--- src/rtl/cv32e40x_alu_b_bitcnt_seq.sv ---
// Iterative CPOP/CLZ/CTZ unit: consumes CHUNK_W operand bits per RUN cycle.
// Optional early termination under `CV32E40X_BITCNT_EARLY_EXIT_EN.
module cv32e40x_alu_b_bitcnt_seq #(
  parameter int unsigned CHUNK_W = 8
) (
  input  logic        clk,
  input  logic        rst,
  input  logic        in_valid_i,
  output logic        in_ready_o,
  input  logic [31:0] operand_i,
  input  logic [1:0]  op_i,
  input  logic        kill_i,
  output logic        out_valid_o,
  input  logic        out_ready_i,
  output logic [5:0]  result_o,
  output logic        busy_o
);

  localparam int unsigned N     = 32 / CHUNK_W;
  localparam int unsigned CNT_W = (N > 1) ? $clog2(N) : 1;

  generate
    if (!(CHUNK_W == 1 || CHUNK_W == 2 || CHUNK_W == 4 ||
          CHUNK_W == 8 || CHUNK_W == 16 || CHUNK_W == 32)) begin : g_bad_chunk
      $error("CHUNK_W must be one of 1, 2, 4, 8, 16, 32");
    end
  endgenerate

  // Handshakes: a transfer happens on a rising clk edge where valid and ready
  // are both high; valid never depends on ready, and a presented result is held
  // stable until it is taken. kill_i overrides both sides.
  typedef enum logic [1:0] {IDLE, RUN, DONE} state_e;

  state_e             state_q, state_d;
  logic [31:0]        sr_q, sr_d;
  logic [1:0]         op_q, op_d;
  logic [5:0]         acc_q, acc_d;
  logic               found_q, found_d;
  logic [CNT_W-1:0]   cnt_q, cnt_d;
  logic [5:0]         res_q, res_d;

  logic [CHUNK_W-1:0] chunk;
  logic [5:0]         chunk_pop;
  logic [5:0]         chunk_tz;
  logic [31:0]        operand_rev;
  logic               is_cpop;
  logic               finish;

  assign chunk   = sr_q[CHUNK_W-1:0];
  assign is_cpop = (op_q == 2'b00) || (op_q == 2'b11);

  always_comb begin
    chunk_pop = '0;
    chunk_tz  = 6'(CHUNK_W);
    for (int i = 0; i < int'(CHUNK_W); i++) begin
      chunk_pop = chunk_pop + 6'(chunk[i]);
    end
    for (int i = int'(CHUNK_W) - 1; i >= 0; i--) begin
      if (chunk[i]) chunk_tz = 6'(i);
    end
  end

  // CLZ is computed as CTZ of the bit-reversed operand.
  always_comb begin
    operand_rev = '0;
    for (int i = 0; i < 32; i++) begin
      operand_rev[i] = operand_i[31-i];
    end
  end

  always_comb begin
    state_d    = state_q;
    sr_d       = sr_q;
    op_d       = op_q;
    acc_d      = acc_q;
    found_d    = found_q;
    cnt_d      = cnt_q;
    res_d      = res_q;
    in_ready_o = 1'b0;
    finish     = 1'b0;

    case (state_q)
      IDLE: begin
        in_ready_o = !kill_i;
        if (in_valid_i && !kill_i) begin
          sr_d    = (op_i == 2'b01) ? operand_rev : operand_i;
          op_d    = op_i;
          acc_d   = '0;
          found_d = 1'b0;
          cnt_d   = '0;
          state_d = RUN;
        end
      end
      RUN: begin
        if (is_cpop) begin
          acc_d = acc_q + chunk_pop;
        end else if (!found_q) begin
          acc_d = acc_q + chunk_tz;
          if (chunk != '0) found_d = 1'b1;
        end
        sr_d   = sr_q >> CHUNK_W;
        cnt_d  = cnt_q + CNT_W'(1);
        finish = (cnt_q == CNT_W'(N - 1));
`ifdef CV32E40X_BITCNT_EARLY_EXIT_EN
        finish = finish || (is_cpop ? (sr_d == '0) : found_d);
`endif
        if (finish) begin
          state_d = DONE;
          res_d   = acc_d;
        end
      end
      DONE: begin
        if (out_ready_i) state_d = IDLE;
      end
      default: state_d = IDLE;
    endcase

    if (kill_i) begin
      state_d = IDLE;
      sr_d    = '0;
      acc_d   = '0;
      found_d = 1'b0;
      cnt_d   = '0;
      res_d   = '0;
    end
  end

  always_ff @(posedge clk) begin
    if (rst) begin
      state_q <= IDLE;
      sr_q    <= '0;
      op_q    <= '0;
      acc_q   <= '0;
      found_q <= 1'b0;
      cnt_q   <= '0;
      res_q   <= '0;
    end else begin
      state_q <= state_d;
      sr_q    <= sr_d;
      op_q    <= op_d;
      acc_q   <= acc_d;
      found_q <= found_d;
      cnt_q   <= cnt_d;
      res_q   <= res_d;
    end
  end

  assign out_valid_o = (state_q == DONE);
  assign busy_o      = (state_q != IDLE);
  assign result_o    = res_q;

endmodule

--- config.mk ---
export PLATFORM = sky130hd
export DESIGN_NAME = cv32e40x_alu_b_bitcnt_seq
export DESIGN_NICKNAME = d
export VERILOG_FILES = /design/src/rtl/cv32e40x_alu_b_bitcnt_seq.sv
export SDC_FILE = /design/constraint.sdc
export NUM_CORES = 1
export LEC_CHECK = 0
export CORE_MARGIN = 1.5
export CORE_UTILIZATION = 58
export CTS_CLUSTER_DIAMETER = 60
export DETAILED_ROUTE_END_ITERATION = 16
export GPL_TIMING_DRIVEN = 0
export PLACE_DENSITY = 0.89
export SLEW_MARGIN = 20
export SYNTH_ARGS = -nofsm -noshare
export SYNTH_HDL_FRONTEND = slang
export SYNTH_SLANG_ARGS = --single-unit
--- constraint.sdc ---
create_clock -name clk -period 7.7 [get_ports clk]
set_input_delay 0.77 -clock clk [delete_from_list [all_inputs] [get_ports clk]]
set_output_delay 0.77 -clock clk [all_outputs]
set_load 0.005 [all_outputs]
==> impl_metrics.toml <==
[synth]
synth-main-ff-cell = "dfxtp_1"
synth_fa_ha_area_frac = 0.09176
netlist_instances = 390
syn-cell-area_um2 = 2945
yosys-top-cells-count = "79 x nand2_1, 51 x dfxtp_1, 48 x a21oi_1"
synth_compound_gate_area_share = 0.2447
syn_nets = 447
synth-simple-area-share = 0.2417
synth_top_family_by_area = "compound AO/OA/AOI/OAI gates"
yosysWarnings = 0
async_flop_share = 0
synthTopCellsByArea = "dfxtp_1 35%, nand2_1 10%, a21oi_1 8.2%"
synth_xor_area_frac = 0.01147
ys_ff_latch = 51
synth_edf_count = 0
synth_most_common_cell = "nand2_1"
muxShareOfSynthArea = 0.006797
syn_area_per_cell_um2 = 7.552
yosysTopAreaCell = "dfxtp_1"
yosys.area.top_type_share = 0.3466
seq_area_frac_synth = 0.3466
synthDistinctLibCells = 41

[grt]
grt_max_degree = 16
grt_usage = 0.3242
grt_pass1_vias = 2910
grt_overflow = 0
antenna_found_initial = 0
grt_first_pass_wirelength_um = 13700

[power_and_ir_drop]
power.density_cell_area_nw_per_um2 = 146.5
peakVddDrop_v = 0.0001436
total_leakage_power_nw = 1.359

[setup_path]
cp_max_fo = 5
arrival_ns = 3.93
startpoint = "sr_q[1]$_SDFFE_PP0P_"
r2r_start = "sr_q[1]$_SDFFE_PP0P_"
start_kind = "flip-flop"
path_class = "reg -> reg"
cp-end-kind = "flip-flop"
required_ns = 7.93

[clocking]
cts_resized = 0
cts.sinks = 51
htree_levels = 2
hold_buffers = 0
cts_tree = "yes"
cts_inserted_buffers = 5
cts-root-buf = "clkbuf_8"
cts_buffer_depth = 2
path_clk_slew_ns = 0.10
postCtsSetupBuffers = 0
clk_latency_ns = 0.31

[floorplanning]
die-area_um2 = 5515
core-area_um2 = 4817
die_w_um = 74.26
die_h_um = 74.26
ios = 48
num_rows = 25
start_util = 0.6114

[timing]
skew_ns = 0.01456
finalCriticalPeriod_ns = 3.701
fin_crit_sh = 0.4806
tightestPinTransition_ns = 0.7009
setup_viol = 0
fmax_mhz = 270.2
fin_setup_tns_ns = 0
rsz0062_at_grt = "no"
hold_viol = 0
maxSlewViolCount = 0
slew_headroom = 0.5294

[layout]
diodes = 0
syn_to_final_growth_pct = 21.71
nNetsFinal = 501
drive_gt1_frac = 0.05393
postLayoutCoreUtil = 0.7442

[run]
drv_cap = 0

[detailed_routing]
met1_length_um = 3588
drt-pass1-iter-count = 7
vias_per_cell = 6.148
totalWireLength_um = 8544
dr_wl_met3_um = 768
drc_errors = 0
avgRoutedWirePerCell_um = 16.69
ant_nets = 0
maxUsedRoutingLayer = "met4"
via_count = 3148
drtIter0Drc = 292
dr_wl_met2_um = 4059

[place]
gp_congestion = 0.9078
dp_hpwl_um = 6414
io_buffers = 47

[min_path]
hp-start = "result_o[0]$_SDFFE_PP0P_"
hp-class = "reg -> reg"

[run_status]
status = "finished, final reports clean"
[layer usage]
layer | vias to the layer above | track usage
met5 | - | 0
met4 | 0 | 0.09091
met3 | 17 | 0.05962
met2 | 160 | 0.5327
met1 | 1492 | 0.4387
li1 | 1479 | -
[through the flow]
stage	std cells	setup WS (ns)	hold slack (ns)	instance area, µm²	power [W]
after floorplan	390	4.335	0.4516	2945	0.0003323
after global placement	504	4.112	0.4452	3500	0.0003736
after detailed placement	504	3.971	0.4626	3500	0.0003762
after CTS	512	3.974	0.4768	3585	0.0005200
after global routing	512	3.772	0.4990	3585	0.0005430
final	512	3.999	0.4718	3585	0.0005252
[worst max-delay path, cell delays in order (launching register included)]
cell and delay (ns):
dfxtp_1 0.48, fa_1 0.47, inv_1 0.08, fa_1 0.43, fa_1 0.47, fa_1 0.41, fa_1 0.39, nor2b_1 0.16
o21ai_0 0.10, a21oi_1 0.29, nor2_1 0.10, o311ai_1 0.25
[power breakdown]
part	leakage, nW	switching, W	internal [W]
clock	0.0412	0.0000883	0.0000637
sequential	0.412	0.00000459	0.000268
combinational	0.906	0.0000577	0.0000426
[worst paths after layout]
check,end,slack [ns],depth (start not counted)
max,result_o[4]$_SDFFE_PP0P_,4.00,11
min reg2reg,result_o[0]$_SDFFE_PP0P_,0.47,2
max reg2reg,result_o[4]$_SDFFE_PP0P_,4.00,11
min,result_o[0]$_SDFFE_PP0P_,0.47,2
[state kept, by name, summed over array words and instances, names as in the netlist]
signal and count:
cnt_q 2, result_o 6, state_q 2, found_q 1, acc_q 6, sr_q 32, op_q 2
[area by class of cell]
cell class | count | area [µm²]
Multi-Input combinational cell | 297 | 1757
Tap cell | 67 | 83.83
Buffer | 26 | 107.6
Fill cell | 400 | 1232
Inverter | 16 | 60.06
Timing Repair Buffer | 47 | 470.5
Clock inverter | 2 | 12.51
Clock buffer | 6 | 72.57
Sequential cell | 51 | 1021
[cells in the final DEF, fill, tap and decap left out, types with 2 or more instances in the layout]
master           instances
clkbuf_1                17
fa_1                     6
nand3_1                 13
a21oi_1                 48
or3_1                    2
ha_1                    12
clkdlybuf4s50_1         47
or2_2                    2
xnor2_1                  2
clkbuf_8                 5
a21o_1                   3
o41ai_1                  2
dfxtp_1                 51
a31oi_1                 10
a211oi_1                 7
mux2i_1                  2
nor2b_1                  7
nor2_1                  45
nor3_1                   5
buf_2                    8
inv_1                   16
buf_1                    2
nand2b_1                 3
nand4_1                  2
nand2_1                 79
a221oi_1                24
o21ai_0                  7
[logic make-up (layout without fill, tap and decap cells)]
| family | after synthesis | after routing |
|---|---|---|
| adders and majority gates | 18 | 18 |
| buffers and inverters | 42 | 97 |
| AOI/OAI and AO/OA | 109 | 109 |
| DFF | 51 | 51 |
| and+or+nand+nor | 165 | 165 |
| xor gates and xnor gates | 3 | 3 |
| muxes | 2 | 2 |
Power figures use the tool's default switching activity.
